<file path="config.mk">
export PLATFORM = sky130hd
export DESIGN_NAME = hazard_ctrl
export DESIGN_NICKNAME = d
export VERILOG_FILES = /design/src/rtl/hazard_pkg.sv /design/src/rtl/hazard_ctrl_fwd_sel.sv /design/src/rtl/hazard_ctrl.sv
export SDC_FILE = /design/constraint.sdc
export NUM_CORES = 1
export LEC_CHECK = 0
export BUFFER_PORTS_ARGS = -buffer_cell sky130_fd_sc_hd__buf_4
export CORE_ASPECT_RATIO = 0.8
export CORE_MARGIN = 4
export CORE_UTILIZATION = 25
export DETAILED_ROUTE_END_ITERATION = 8
export PLACE_DENSITY = 0.55
export SYNTH_ARGS = -nofsm -noshare
export SYNTH_HDL_FRONTEND = slang
export SYNTH_SLANG_ARGS = --single-unit
</file>
<file path="constraint.sdc">
create_clock -name clk -period 2.4 [get_ports clk]
set_input_delay 0.36 -clock clk [delete_from_list [all_inputs] [get_ports clk]]
set_output_delay 0.36 -clock clk [all_outputs]
set_load 0.02 [all_outputs]
</file>
<file path="src/rtl/hazard_pkg.sv">
// Shared types and bit positions for the pipeline hazard controller.
// Control-bus bit indices follow the ID/EX control encoding of the MIPS core.
package hazard_pkg;

    localparam int REG_W = 5;

    localparam int WB_REGWRITE  = 1;
    localparam int WB_MEMTOREG  = 0;

    localparam int MEM_BRANCH   = 2;
    localparam int MEM_MEMREAD  = 1;
    localparam int MEM_MEMWRITE = 0;

    localparam logic [1:0] FWD_REG = 2'b00;
    localparam logic [1:0] FWD_WB  = 2'b01;
    localparam logic [1:0] FWD_MEM = 2'b10;

    // One shadow pipeline stage; the all-zero value is a bubble.
    typedef struct packed {
        logic [REG_W-1:0] dest;
        logic [1:0]       wb;
        logic             branch;
        logic             memread;
        logic [REG_W-1:0] rs;
        logic [REG_W-1:0] rt;
    } stage_t;

    typedef enum logic [1:0] {
        ST_RUN,
        ST_STALL,
        ST_FLUSH,
        ST_FREEZE
    } haz_mode_t;

endpackage

</file>
<file path="src/rtl/hazard_ctrl_fwd_sel.sv">
// Operand forwarding select for one EX source register; purely combinational.
// The EX/MEM result is newer than MEM/WB, so it wins; register $0 never forwards.
module fwd_sel
    import hazard_pkg::*;
#(
    parameter int AW = 5
) (
    input  logic [AW-1:0] src,
    input  logic [AW-1:0] mem_dest,
    input  logic          mem_regwrite,
    input  logic [AW-1:0] wb_dest,
    input  logic          wb_regwrite,
    output logic [1:0]    sel
);

    always_comb begin
        sel = FWD_REG;
        if (mem_regwrite && (mem_dest != '0) && (mem_dest == src)) begin
            sel = FWD_MEM;
        end else if (wb_regwrite && (wb_dest != '0) && (wb_dest == src)) begin
            sel = FWD_WB;
        end
    end

endmodule

</file>
<file path="src/rtl/hazard_ctrl.sv">
// Pipeline sequencing controller: forwarding selects, load-use stall, branch flush, memory freeze.
// Optional HAZ_PERF_EN builds saturating stall/flush counters; otherwise those ports read 0.
module hazard_ctrl
    import hazard_pkg::*;
#(
    parameter int REG_AW = 5,
    parameter int CNT_W  = 16
) (
    input  logic              clk,
    input  logic              rst_n,
    input  logic              id_valid,
    input  logic [REG_AW-1:0] id_rs,
    input  logic [REG_AW-1:0] id_rt,
    input  logic              id_uses_rt,
    input  logic [REG_AW-1:0] id_instr20_16,
    input  logic [REG_AW-1:0] id_instr15_11,
    input  logic              id_regdst,
    input  logic [1:0]        id_wb,
    input  logic [2:0]        id_mem,
    input  logic              zFlag,
    input  logic              mem_busy,
    output logic [1:0]        fwd_a,
    output logic [1:0]        fwd_b,
    output logic              pc_write,
    output logic              ifid_write,
    output logic              ifid_flush,
    output logic              idex_bubble,
    output logic              pc_src,
    output logic [CNT_W-1:0]  stall_cnt,
    output logic [CNT_W-1:0]  flush_cnt
);

    stage_t    ex_q, mem_q, wb_q, id_s;
    haz_mode_t mode;
    logic      load_use, br_taken;
    logic [1:0] sel_a, sel_b;
    logic      unused_memwrite;

    assign unused_memwrite = id_mem[MEM_MEMWRITE];

    always_comb begin
        id_s         = '0;
        id_s.dest    = id_regdst ? id_instr15_11 : id_instr20_16;
        id_s.wb      = id_wb;
        id_s.branch  = id_mem[MEM_BRANCH];
        id_s.memread = id_mem[MEM_MEMREAD];
        id_s.rs      = id_rs;
        id_s.rt      = id_rt;
    end

    always_comb begin
        load_use = id_valid && ex_q.memread && (ex_q.dest != '0) &&
                   ((ex_q.dest == id_rs) || (id_uses_rt && (ex_q.dest == id_rt)));
        br_taken = ex_q.branch && zFlag;
        // The stalled instruction behind a taken branch is wrong-path, so flush outranks stall.
        if (!rst_n)        mode = ST_RUN;
        else if (mem_busy) mode = ST_FREEZE;
        else if (br_taken) mode = ST_FLUSH;
        else if (load_use) mode = ST_STALL;
        else               mode = ST_RUN;
    end

    assign pc_write    = (mode == ST_RUN) || (mode == ST_FLUSH);
    assign ifid_write  = (mode == ST_RUN) || (mode == ST_FLUSH);
    assign ifid_flush  = (mode == ST_FLUSH);
    assign pc_src      = (mode == ST_FLUSH);
    assign idex_bubble = (mode == ST_FLUSH) || (mode == ST_STALL);

    fwd_sel #(.AW(REG_W)) u_fwd_rs (
        .src          (ex_q.rs),
        .mem_dest     (mem_q.dest),
        .mem_regwrite (mem_q.wb[WB_REGWRITE]),
        .wb_dest      (wb_q.dest),
        .wb_regwrite  (wb_q.wb[WB_REGWRITE]),
        .sel          (sel_a)
    );

    fwd_sel #(.AW(REG_W)) u_fwd_rt (
        .src          (ex_q.rt),
        .mem_dest     (mem_q.dest),
        .mem_regwrite (mem_q.wb[WB_REGWRITE]),
        .wb_dest      (wb_q.dest),
        .wb_regwrite  (wb_q.wb[WB_REGWRITE]),
        .sel          (sel_b)
    );

    assign fwd_a = rst_n ? sel_a : FWD_REG;
    assign fwd_b = rst_n ? sel_b : FWD_REG;

    always_ff @(posedge clk) begin
        if (!rst_n) begin
            ex_q  <= '0;
            mem_q <= '0;
            wb_q  <= '0;
        end else if (!mem_busy) begin
            wb_q  <= mem_q;
            mem_q <= ex_q;
            ex_q  <= (idex_bubble || !id_valid) ? '0 : id_s;
        end
    end

`ifdef HAZ_PERF_EN
    logic [CNT_W-1:0] stall_q, flush_q;

    // Counters only move in STALL/FLUSH, so a freeze holds them implicitly.
    always_ff @(posedge clk) begin
        if (!rst_n) begin
            stall_q <= '0;
            flush_q <= '0;
        end else begin
            if ((mode == ST_STALL) && (stall_q != '1)) stall_q <= stall_q + CNT_W'(1);
            if ((mode == ST_FLUSH) && (flush_q != '1)) flush_q <= flush_q + CNT_W'(1);
        end
    end

    assign stall_cnt = stall_q;
    assign flush_cnt = flush_q;
`else
    assign stall_cnt = '0;
    assign flush_cnt = '0;
`endif

endmodule

</file>
==> metrics, run 1 <==
global routing usage on met3 0.0289; area growth from synthesis to layout 17.8%; proportion of netlist area held by the largest area contributor 0.323; fraction of layout cells with a size suffix above 1 0.235; type of the worst setup path reg -> out; CTS H-tree lvls 2; initial cell density of the core 0.264; cell leakage power 0.962 nW; post-synthesis cell type with the largest combined area sky130_fd_sc_hd__dfxtp_1; worst clock skew 8.85 ps; Synth Area per Inst 9.21 µm²; maximum buffer depth of the clock tree 2; Detailed Routing Iterations Pass 1 4; residual antenna-violating net count after detailed routing 0; Core Footprint 0.00706 mm²; Min Clock Period, post-route 2260 ps; startpoint of the worst-slack reg-to-reg timing path ex_q[14]$_SDFFE_PN0N_; clock sink count 30; pin count of the biggest net entering global routing 30; number of standard cells after synthesis 202; Setup TNS 0 ps; instance area at placement 0.00211 mm²; met1 capacity usage during global routing 0.135; DRC violations left 0; number of design-rule violations left by the first detailed-router iteration 52; clock transition at the registers of the reported paths 70 ps; via/cell ratio 4.23; vias in the first global route 1,343; leading cell types by total area after synthesis sky130_fd_sc_hd__dfxtp_1, sky130_fd_sc_hd__buf_4, sky130_fd_sc_hd__nor2b_1; Die Y-Extent 85.2 µm; number of I/O pins 73; Reg2Reg Setup Slack 320 ps; max-cap violations 0; total area of sequential cells 602 µm²; hold path depth 3; number of buffers inserted by post-CTS setup repair 0; power per unit of standard cell area 522 mW/mm²; most used cells in the layout excluding fill and tap cells sky130_fd_sc_hd__buf_4, sky130_fd_sc_hd__conb_1, sky130_fd_sc_hd__nor2b_1; met2 usage in global routing 0.152; internal portion of total power 0.000826 W; total overflow reported by the global router 0; Clock Tree Root sky130_fd_sc_hd__clkbuf_8; end of the worst register-to-register path ex_q[8]$_SDFFE_PN0N_; maximum operating frequency 0.442 GHz; unrepaired setup endpoints after global routing no; commonest non-fill, non-tap cell in the layout sky130_fd_sc_hd__buf_4; count of port buffers added during placement 38; Wirelength per Cell 13.4 µm; Total Wirelength 4370 µm; number of unique standard cell types used by synthesis 28; floorplan die width 104 µm; terminating pin of the worst hold path ex_q[10]$_SDFFE_PN0N_; number of cells on the worst reg-to-reg path 10; routability congestion estimate from global placement 0.782; Seq/Total Area, Yosys 0.323; register share of total power 0.461; type of element capturing the critical path output pin; number of flops mapped to enable cells by yosys 0; finished layout cell area 0.00219 mm²; setup violators final 0; number of slew-limit violations in the final report 0; switching power as a share of total power 0.279; warnings from Yosys 0; type of element launching the critical path register; VDD IR-drop max 186 µV; flip-flop and latch count after synthesis 30; count of filler cells inserted in the layout 740; routing layer with the top usage in global route met2; DIE AREA 0.00889 mm²; Worst Path Max Fanout 5; number of CTS-inserted buffers 5; Final Hold Vio Count 0; first-pass GRT wire length 7020 µm; detailed-placement wirelength estimate 3400 µm; run status finished clean; Clk pwr share 0.351; arrival time of data at the critical path endpoint 1900 ps; antenna violations before repair 0; Final Net Count 272; beginning of the worst hold path id_mem[1]; worst skew pair latency 280 ps; area taken by multi-input logic gates 0.00108 mm²; number of standard-cell rows in the floorplan 27; TritonCTS clock tree built; worst min path class in -> reg; Mapped Area 0.00186 mm²; vias post-DR 1,374; period utilization 0.942; Critical Path RT 2040 ps; overall global routing resource usage 0.0999; fraction of registers with async set/reset 0; Comb pwr share 0.187; diode insertion count for antenna repair 0; net load switching power 0.000319 W; Most used DFF post-synth sky130_fd_sc_hd__dfxtp_1
[power by group through the flow]
stage	combinational, W	clock (W)	sequential, W
2_1_floorplan	0.000187	0	0.000534
3_3_place_gp	0.000213	0	0.000539
3_5_place_dp	0.000214	0	0.000539
4_1_cts	0.000215	0.000416	0.000528
5_1_grt	0.000235	0.000437	0.000530
6_report	0.000214	0.000402	0.000528
[cell usage after synthesis, drive strengths merged (2+ instances only)]
library cell and number:
a21oi 2, a22oi 18, a32oi 2, and2 2, buf 38, clkbuf 5, dfxtp 30, mux2 5
mux2i 12, nand2 4, nand3 5, nor2 2, nor2b 31, nor3 3, nor4 3, or4 3
xnor2 18, xor2 12
[cell type report]
| cell class | count | area share |
|---|---|---|
| multi-input combinational | 159 | 0.493 |
| timing repair buffer | 42 | 0.144 |
| sequential | 30 | 0.275 |
| tap | 87 | 0.0497 |
| inverter | 1 | 0.00171 |
| clock buffer | 6 | 0.0377 |
[flip-flops by register name (all words and copies together) (netlist names)]
name and cells:
mem_q 6, wb_q 6, ex_q 18
[per-stage QoR]
stage                      util  instances  setup slack, ps  hold WS, ps  power [W]
after floorplan               -        233              262          484   0.000721
after global placement    0.299        319              232          504   0.000751
after detailed placement  0.299        319              242          517   0.000753
after CTS                 0.310        325              105          331    0.00116
after global routing      0.310        325             2.84          346    0.00120
final                     0.310        325              140          337    0.00114
[how the worst max path moves through the flow]
stage / from / endpoint / cells past startpoint
after floorplan: mem_busy / ex_q[10]$_SDFFE_PN0N_ / 9
after global placement: id_rt[4] / ex_q[11]$_SDFFE_PN0N_ / 11
after detailed placement: id_rs[4] / ex_q[2]$_SDFFE_PN0N_ / 11
after CTS: mem_q[17]$_SDFFE_PN0N_ / fwd_a[0] / 5
after global routing: ex_q[18]$_SDFFE_PN0N_ / idex_bubble / 7
final: mem_q[17]$_SDFFE_PN0N_ / fwd_a[0] / 5
[kinds of logic (layout without fill, tap and decap cells)]
group                      Yosys count  in the layout  share of synthesized area
other                                1             32                    0.00202
DFF                                 30             30                      0.323
muxes                               17             17                     0.0948
adders and majority gates            1              1                    0.00672
AOI/OAI and AO/OA                   25             25                     0.0995
xor gates and xnor gates            30             30                      0.141
and+or+nand+nor                     54             54                      0.173
buffers and inverters               44             49                      0.159
[repair_timing]
item	CTS	global route
hold buffers	0	0
resized for setup	0	1
endpoints found under the setup margin	0	1
[worst max-delay path: stages, from the launching register on]
cell and delay, ps:
sky130_fd_sc_hd__dfxtp_1 360, sky130_fd_sc_hd__or4_1 560, sky130_fd_sc_hd__o21ai_2 150, sky130_fd_sc_hd__nor4_1 100
sky130_fd_sc_hd__nor4_2 270, sky130_fd_sc_hd__buf_4 180
[metal layers]
metal | share of wire | up-vias
met1 | 0.48 | 636
met2 | 0.46 | 40
met4 | 0.0096 | 0
met5 | 0 | -
met3 | 0.049 | 5
li1 | - | 693
Note: power is estimated with default switching activity, not from simulation.
==> inputs of run 2 (changes only) <==
--- a/config.mk
+++ b/config.mk
@@ -10,7 +10,8 @@
 export CORE_MARGIN = 4
 export CORE_UTILIZATION = 25
 export DETAILED_ROUTE_END_ITERATION = 8
-export PLACE_DENSITY = 0.55
+export PLACE_DENSITY = 0.54
 export SYNTH_ARGS = -nofsm -noshare
 export SYNTH_HDL_FRONTEND = slang
+export SYNTH_HIERARCHICAL = 1
 export SYNTH_SLANG_ARGS = --single-unit
==> metrics, run 2 <==
run status finished clean; type of element launching the critical path register; number of cells after detailed placement 344 (+7.8%); power consumption 0.00118 W (+2.9%); Worst Path Buf+Inv 2 (+1); hold path depth 3 (unchanged); max-cap violations 0 (unchanged); area growth from synthesis to layout 17.6%; cell leakage power 0.917 nW (-4.7%); residual antenna-violating net count after detailed routing 0 (unchanged); worst min path class in -> reg; pin count of the biggest net entering global routing 38 (+27%); count of port buffers added during placement 38 (unchanged); type of element capturing the critical path output pin; antenna violations before repair 0 (unchanged); count of filler cells inserted in the layout 800 (+8.1%); total overflow reported by the global router 0 (unchanged); Detailed Routing Iterations Pass 1 4 (unchanged); startpoint of the worst-slack reg-to-reg timing path ex_q[18]$_SDFFE_PN0N_; arrival time of data at the critical path endpoint 1870 ps (-30 ps); vias post-DR 1,432 (+4.2%); beginning of the worst hold path id_wb[1]; Seq/Total Area, Yosys 0.310 (-0.0129); post-synthesis cell type with the largest combined area sky130_fd_sc_hd__dfxtp_1; via/cell ratio 4.07 (-3.8%); vias in the first global route 1,395 (+3.9%); Final Net Count 279 (+2.6%); Critical Path RT 2040 ps (about the same); number of flip-flops in the largest register 18 (unchanged); setup violators final 0 (unchanged); number of I/O pins 73 (unchanged); CTS H-tree lvls 2 (unchanged); worst clock skew 3.94 ps (-4.91 ps); Setup TNS 0 ps (unchanged); number of unique standard cell types used by synthesis 27 (-3.6%); power per unit of standard cell area 517 mW/mm² (-1.0%); CP max stage cell sky130_fd_sc_hd__dfxtp_1; period utilization 0.929 (-0.0132); Die Y-Extent 86.8 µm (+1.9%); warnings from Yosys 6 (+6); Wirelength per Cell 12.7 µm (-5.3%); DIE AREA 0.00923 mm² (+3.8%); VDD IR-drop max 216 µV (+16%); Clock Tree Root sky130_fd_sc_hd__clkbuf_8; first-pass GRT wire length 7310 µm (+4.1%); Min Clock Period, post-route 2230 ps (-31.7 ps); Most used DFF post-synth sky130_fd_sc_hd__dfxtp_1; Synth Area per Inst 9.19 µm² (-0.27%); number of cells on the worst reg-to-reg path 9 (-1); Total Wirelength 4480 µm (+2.5%); number of slew-limit violations in the final report 0 (unchanged); diode insertion count for antenna repair 0 (unchanged); Commonest cells post-synth sky130_fd_sc_hd__buf_4, sky130_fd_sc_hd__nor2b_1, sky130_fd_sc_hd__dfxtp_1, sky130_fd_sc_hd__xnor2_1, sky130_fd_sc_hd__a22oi_1; flip-flop and latch count after synthesis 30 (unchanged); Reg2Reg Setup Slack 300 ps (-20 ps); clock transition at the registers of the reported paths 70 ps (about the same); terminating pin of the worst hold path ex_q[13]$_SDFFE_PN0N_; Core Footprint 0.00746 mm² (+5.7%); Cell Chain, Critical Path xnor2_1 -> nand3_1 -> o22ai_1 -> a32oi_1 -> ha_1 -> inv_1 -> buf_4; overall global routing resource usage 0.101 (+0.00111); detailed-placement wirelength estimate 3400 µm (-0.13%); Worst Path Max Fanout 5 (unchanged); unrepaired setup endpoints after global routing no; commonest non-fill, non-tap cell in the layout sky130_fd_sc_hd__buf_4; most numerous cell in the Yosys netlist sky130_fd_sc_hd__buf_4; floorplan die width 106 µm (+1.9%); fraction of registers with async set/reset 0 (unchanged); critical path's top delay family flip-flops; number of design-rule violations left by the first detailed-router iteration 43 (-17%); number of hold buffers added after CTS 0 (unchanged); TritonCTS clock tree built; most used cells in the layout excluding fill and tap cells sky130_fd_sc_hd__buf_4, sky130_fd_sc_hd__conb_1, sky130_fd_sc_hd__nor2b_1; proportion of netlist area held by the largest area contributor 0.310 (-0.0129); clock sink count 30 (unchanged); number of standard cells after synthesis 211 (+4.5%); number of flops mapped to enable cells by yosys 0 (unchanged); post-placement setup slack 299 ps (+57.6 ps); Mapped Area 0.00194 mm² (+4.2%); Final Hold Vio Count 0 (unchanged); number of CTS-inserted buffers 5 (unchanged); routability congestion estimate from global placement 0.788 (+0.74%); register ranked first by flip-flop count ex_q; leading cell types by total area after synthesis sky130_fd_sc_hd__dfxtp_1, sky130_fd_sc_hd__buf_4, sky130_fd_sc_hd__nor2b_1; type of the worst setup path reg -> out; end of the worst register-to-register path ex_q[4]$_SDFFE_PN0N_; largest registers ranked by flip-flop count ex_q (18), mem_q (6), wb_q (6); worst skew pair latency 280 ps (about the same); number of buffers inserted by post-CTS setup repair 0 (unchanged); Post-CTS Resized 0 (unchanged); smallest setup slack after layout 171 ps (+31.7 ps); Final Non-Filler Cells 352 (+8.3%); fraction of layout cells with a size suffix above 1 0.243 (+0.00762); number of standard-cell rows in the floorplan 28 (+3.7%); maximum buffer depth of the clock tree 2 (unchanged); initial cell density of the core 0.260 (-0.00379); Worst path max stage delay 480 ps (-80 ps); DRC violations left 0 (unchanged); maximum operating frequency 0.449 GHz (+1.4%)
==> run 2: changes by cell type after synthesis, moves of 3 or more <==
cell                      previous run  this run
sky130_fd_sc_hd__buf_4              34        37
sky130_fd_sc_hd__nand2_1             4         8
sky130_fd_sc_hd__xor2_1             12         6
sky130_fd_sc_hd__or4_1               3         0
==> run 2: stage by stage <==
stage / hold WS, ps / utilization / cell area (µm²)
after global placement: 500 / 0.293 / 2180
after floorplan: 484 / - / 2050
after detailed placement: 515 / 0.293 / 2180
after CTS: 326 / 0.305 / 2280
final: 337 / 0.305 / 2280
after global routing: 347 / 0.305 / 2280
==> run 2: how the worst max path moves through the flow <==
stage / start / to / slack, ps / cells after the start
2_1_floorplan: rst_n / ex_q[2]$_SDFFE_PN0N_ / 520 / 10
3_3_place_gp: id_rt[2] / ex_q[9]$_SDFFE_PN0N_ / 330 / 10
3_5_place_dp: id_rt[2] / ex_q[15]$_SDFFE_PN0N_ / 300 / 10
4_1_cts: ex_q[14]$_SDFFE_PN0N_ / idex_bubble / 150 / 7
5_1_grt: ex_q[16]$_SDFFE_PN0N_ / idex_bubble / 10 / 7
6_report: ex_q[18]$_SDFFE_PN0N_ / idex_bubble / 170 / 7
==> run 2: kinds of logic (layout without fill, tap and decap cells) <==
logic type / after synthesis / after routing / share of synthesized area
simple gates: 63 / 63 / 0.193
buf+inv: 44 / 49 / 0.158
flops: 30 / 30 / 0.310
compound gates: 29 / 29 / 0.122
xor+xnor: 26 / 26 / 0.117
mux: 17 / 17 / 0.0910
fa+ha+maj: 1 / 1 / 0.00645
other cells: 1 / 32 / 0.00193
==> run 2: worst reg2reg max path: stages, from the launching register on <==
cell and delay [ps]:
sky130_fd_sc_hd__dfxtp_1 480, sky130_fd_sc_hd__xnor2_1 160, sky130_fd_sc_hd__nand3_1 100, sky130_fd_sc_hd__o22ai_1 210
sky130_fd_sc_hd__a32oi_1 140, sky130_fd_sc_hd__ha_1 310, sky130_fd_sc_hd__nand2_1 130, sky130_fd_sc_hd__nor2_8 270
sky130_fd_sc_hd__a22oi_1 110, sky130_fd_sc_hd__nor2b_1 130
==> run 2: layout make-up <==
type / instances / area [µm²] / share of cell area
tap: 105 / 131 / 0.0577
clock buffer: 6 / 82.6 / 0.0362
timing repair buffer: 40 / 300 / 0.132
inverter: 1 / 3.75 / 0.00165
clock inverter: 2 / 12.5 / 0.00549
multi-input combinational: 168 / 1150 / 0.504
sequential: 30 / 601 / 0.264
==> run 2: layer usage <==
metal / GRT usage / share of wire / up-vias
met5: 0 / 0 / -
met4: 0.0279 / 0.0038 / 0
met3: 0.0350 / 0.086 / 2
met2: 0.136 / 0.41 / 54
met1: 0.150 / 0.50 / 650
li1: - / - / 726
==> run 2: power breakdown <==
group	switching [W]	total (W)	internal, W
sequential	0.0000203	0.000531	0.000511
combinational	0.000128	0.000225	0.0000975
clock	0.000192	0.000422	0.000230
==> inputs of run 3 (changes only) <==
--- a/config.mk
+++ b/config.mk
@@ -5,12 +5,13 @@
 export SDC_FILE = /design/constraint.sdc
 export NUM_CORES = 1
 export LEC_CHECK = 0
+export ABC_CLOCK_PERIOD_IN_PS = 2400
 export BUFFER_PORTS_ARGS = -buffer_cell sky130_fd_sc_hd__buf_4
 export CORE_ASPECT_RATIO = 0.8
 export CORE_MARGIN = 4
 export CORE_UTILIZATION = 25
 export DETAILED_ROUTE_END_ITERATION = 8
-export PLACE_DENSITY = 0.54
+export PLACE_DENSITY_LB_ADDON = 0.05
 export SYNTH_ARGS = -nofsm -noshare
 export SYNTH_HDL_FRONTEND = slang
 export SYNTH_HIERARCHICAL = 1
==> metrics, run 3 (synthesized netlist as in run 2, its figures left out) <==
run status finished clean; Die Y-Extent 86.8 µm (unchanged); DIE AREA 0.00923 mm² (unchanged); routability congestion estimate from global placement 0.694 (-12%); Clock Tree Root sky130_fd_sc_hd__clkbuf_8; Reg2Reg Setup Slack 310 ps (about the same); number of flip-flops in the largest register 18 (unchanged); via/cell ratio 3.95 (-2.9%); Comb pwr share 0.195 (+0.004); Core Footprint 0.00746 mm² (unchanged); diode insertion count for antenna repair 0 (unchanged); worst clock skew 4.78 ps (+0.845 ps); worst skew pair latency 280 ps (about the same); number of I/O pins 73 (unchanged); TritonCTS clock tree built; maximum buffer depth of the clock tree 2 (unchanged); area growth from synthesis to layout 18.9%; antenna violations before repair 0 (unchanged); clock transition at the registers of the reported paths 60 ps (about the same); first-pass GRT wire length 7550 µm (+3.3%); Final Hold Vio Count 0 (unchanged); power per unit of standard cell area 514 mW/mm² (-0.63%); count of port buffers added during placement 38 (unchanged); Worst Path Max Fanout 5 (unchanged); pin count of the biggest net entering global routing 27 (-29%); worst min path class in -> reg; floorplan die width 106 µm (unchanged); clock sink count 30 (unchanged); register ranked first by flip-flop count ex_q; Wirelength per Cell 13.7 µm (+8.0%); period utilization 0.917 (-0.0118); maximum operating frequency 0.454 GHz (+1.3%); number of design-rule violations left by the first detailed-router iteration 44 (+2.3%); cell leakage power 0.936 nW (+2.0%); vias post-DR 1,403 (-2.0%); net load switching power 0.000342 W (+0.74%); vias in the first global route 1,342 (-3.8%); most used cells in the layout excluding fill and tap cells sky130_fd_sc_hd__buf_4, sky130_fd_sc_hd__conb_1, sky130_fd_sc_hd__nor2b_1; Critical Path RT 2040 ps (about the same); initial cell density of the core 0.260 (unchanged); largest registers ranked by flip-flop count ex_q (18), mem_q (6), wb_q (6); number of slew-limit violations in the final report 0 (unchanged); setup violators final 0 (unchanged); type of element capturing the critical path output pin; Min Clock Period, post-route 2200 ps (-28.2 ps); unrepaired setup endpoints after global routing no; overall global routing resource usage 0.106 (+0.00514); instance area at placement 0.00221 mm² (+1.0%); type of the worst setup path reg -> out; commonest non-fill, non-tap cell in the layout sky130_fd_sc_hd__buf_4; DRC violations left 0 (unchanged); number of buffers inserted by post-CTS setup repair 0 (unchanged); Finished Core Util 0.309 (+0.00352); number of CTS-inserted buffers 5 (unchanged); Final Net Count 282 (+1.1%); residual antenna-violating net count after detailed routing 0 (unchanged); fraction of layout cells with a size suffix above 1 0.256 (+0.0131); internal portion of total power 0.000842 W (+0.42%); type of element launching the critical path register; register share of total power 0.449 (-0.002); Detailed Routing Iterations Pass 1 4 (unchanged); VDD IR-drop max 192 µV (-11%); Clk pwr share 0.356 (-0.002); total overflow reported by the global router 0 (unchanged); max-cap violations 0 (unchanged); number of standard-cell rows in the floorplan 28 (unchanged); detailed-placement wirelength estimate 3770 µm (+11%); Total Wirelength 4880 µm (+8.9%); Setup TNS 0 ps (unchanged); arrival time of data at the critical path endpoint 1840 ps (-30 ps); finished layout cell area 0.00230 mm² (+1.2%); switching power as a share of total power 0.289 (+0.000666); CTS H-tree lvls 2 (unchanged)
## run 3: path summary, 6_finish.rpt
path | start | endpoint | depth (start not counted)
max | ex_q[17]$_SDFFE_PN0N_ | idex_bubble | 7
min | id_mem[2] | ex_q[11]$_SDFFE_PN0N_ | 3
max reg2reg | ex_q[17]$_SDFFE_PN0N_ | ex_q[0]$_SDFFE_PN0N_ | 9
min reg2reg | ex_q[13]$_SDFFE_PN0N_ | mem_q[13]$_SDFFE_PN0N_ | 2
## run 3: stage by stage
stage	total power [W]	std cells	hold slack (ps)	setup WS, ps
after global placement	0.000774	347	510	161
final	0.00118	355	326	200
after detailed placement	0.000773	347	513	182
after global routing	0.00125	355	341	67.7
after CTS	0.00120	355	322	61.1
after floorplan	0.000736	242	484	518
## run 3: layout make-up
type                            instances  area, µm²
Clock buffer                            7       86.3
Timing Repair Buffer                   43        323
Inverter                                1       3.75
Tap cell                              105        131
Multi-Input combinational cell        168       1150
Clock inverter                          1       5.00
Sequential cell                        30        602
Fill cell                             816       5160
## run 3: routing by layer
metal	part of all wire	GRT usage	up-vias
met3	0.069	0.0469	6
met2	0.40	0.140	38
met1	0.53	0.155	626
met5	0	0	-
li1	-	-	733
met4	0.0092	0.0279	0
## run 3: repair_timing
item,4_1_cts,5_1_grt
hold buffers,0,0
resized for setup,0,2
endpoints found under the setup margin,0,1
## run 3: critical path, stage by stage (launching register included)
cell and delay, ps:
sky130_fd_sc_hd__dfxtp_1 480, sky130_fd_sc_hd__xnor2_1 150, sky130_fd_sc_hd__nand4_1 120, sky130_fd_sc_hd__o22ai_2 170
sky130_fd_sc_hd__a32oi_1 130, sky130_fd_sc_hd__ha_1 310, sky130_fd_sc_hd__inv_1 40, sky130_fd_sc_hd__buf_4 150
## run 3: power groups by stage
| stage | Combinational, W | Sequential, W | Clock [W] |
|---|---|---|---|
| floorplan | 0.000201 | 0.000535 | 0 |
| global placement | 0.000231 | 0.000543 | 0 |
| detailed placement | 0.000230 | 0.000543 | 0 |
| CTS | 0.000231 | 0.000531 | 0.000439 |
| global route | 0.000254 | 0.000533 | 0.000465 |
| finish | 0.000231 | 0.000531 | 0.000422 |
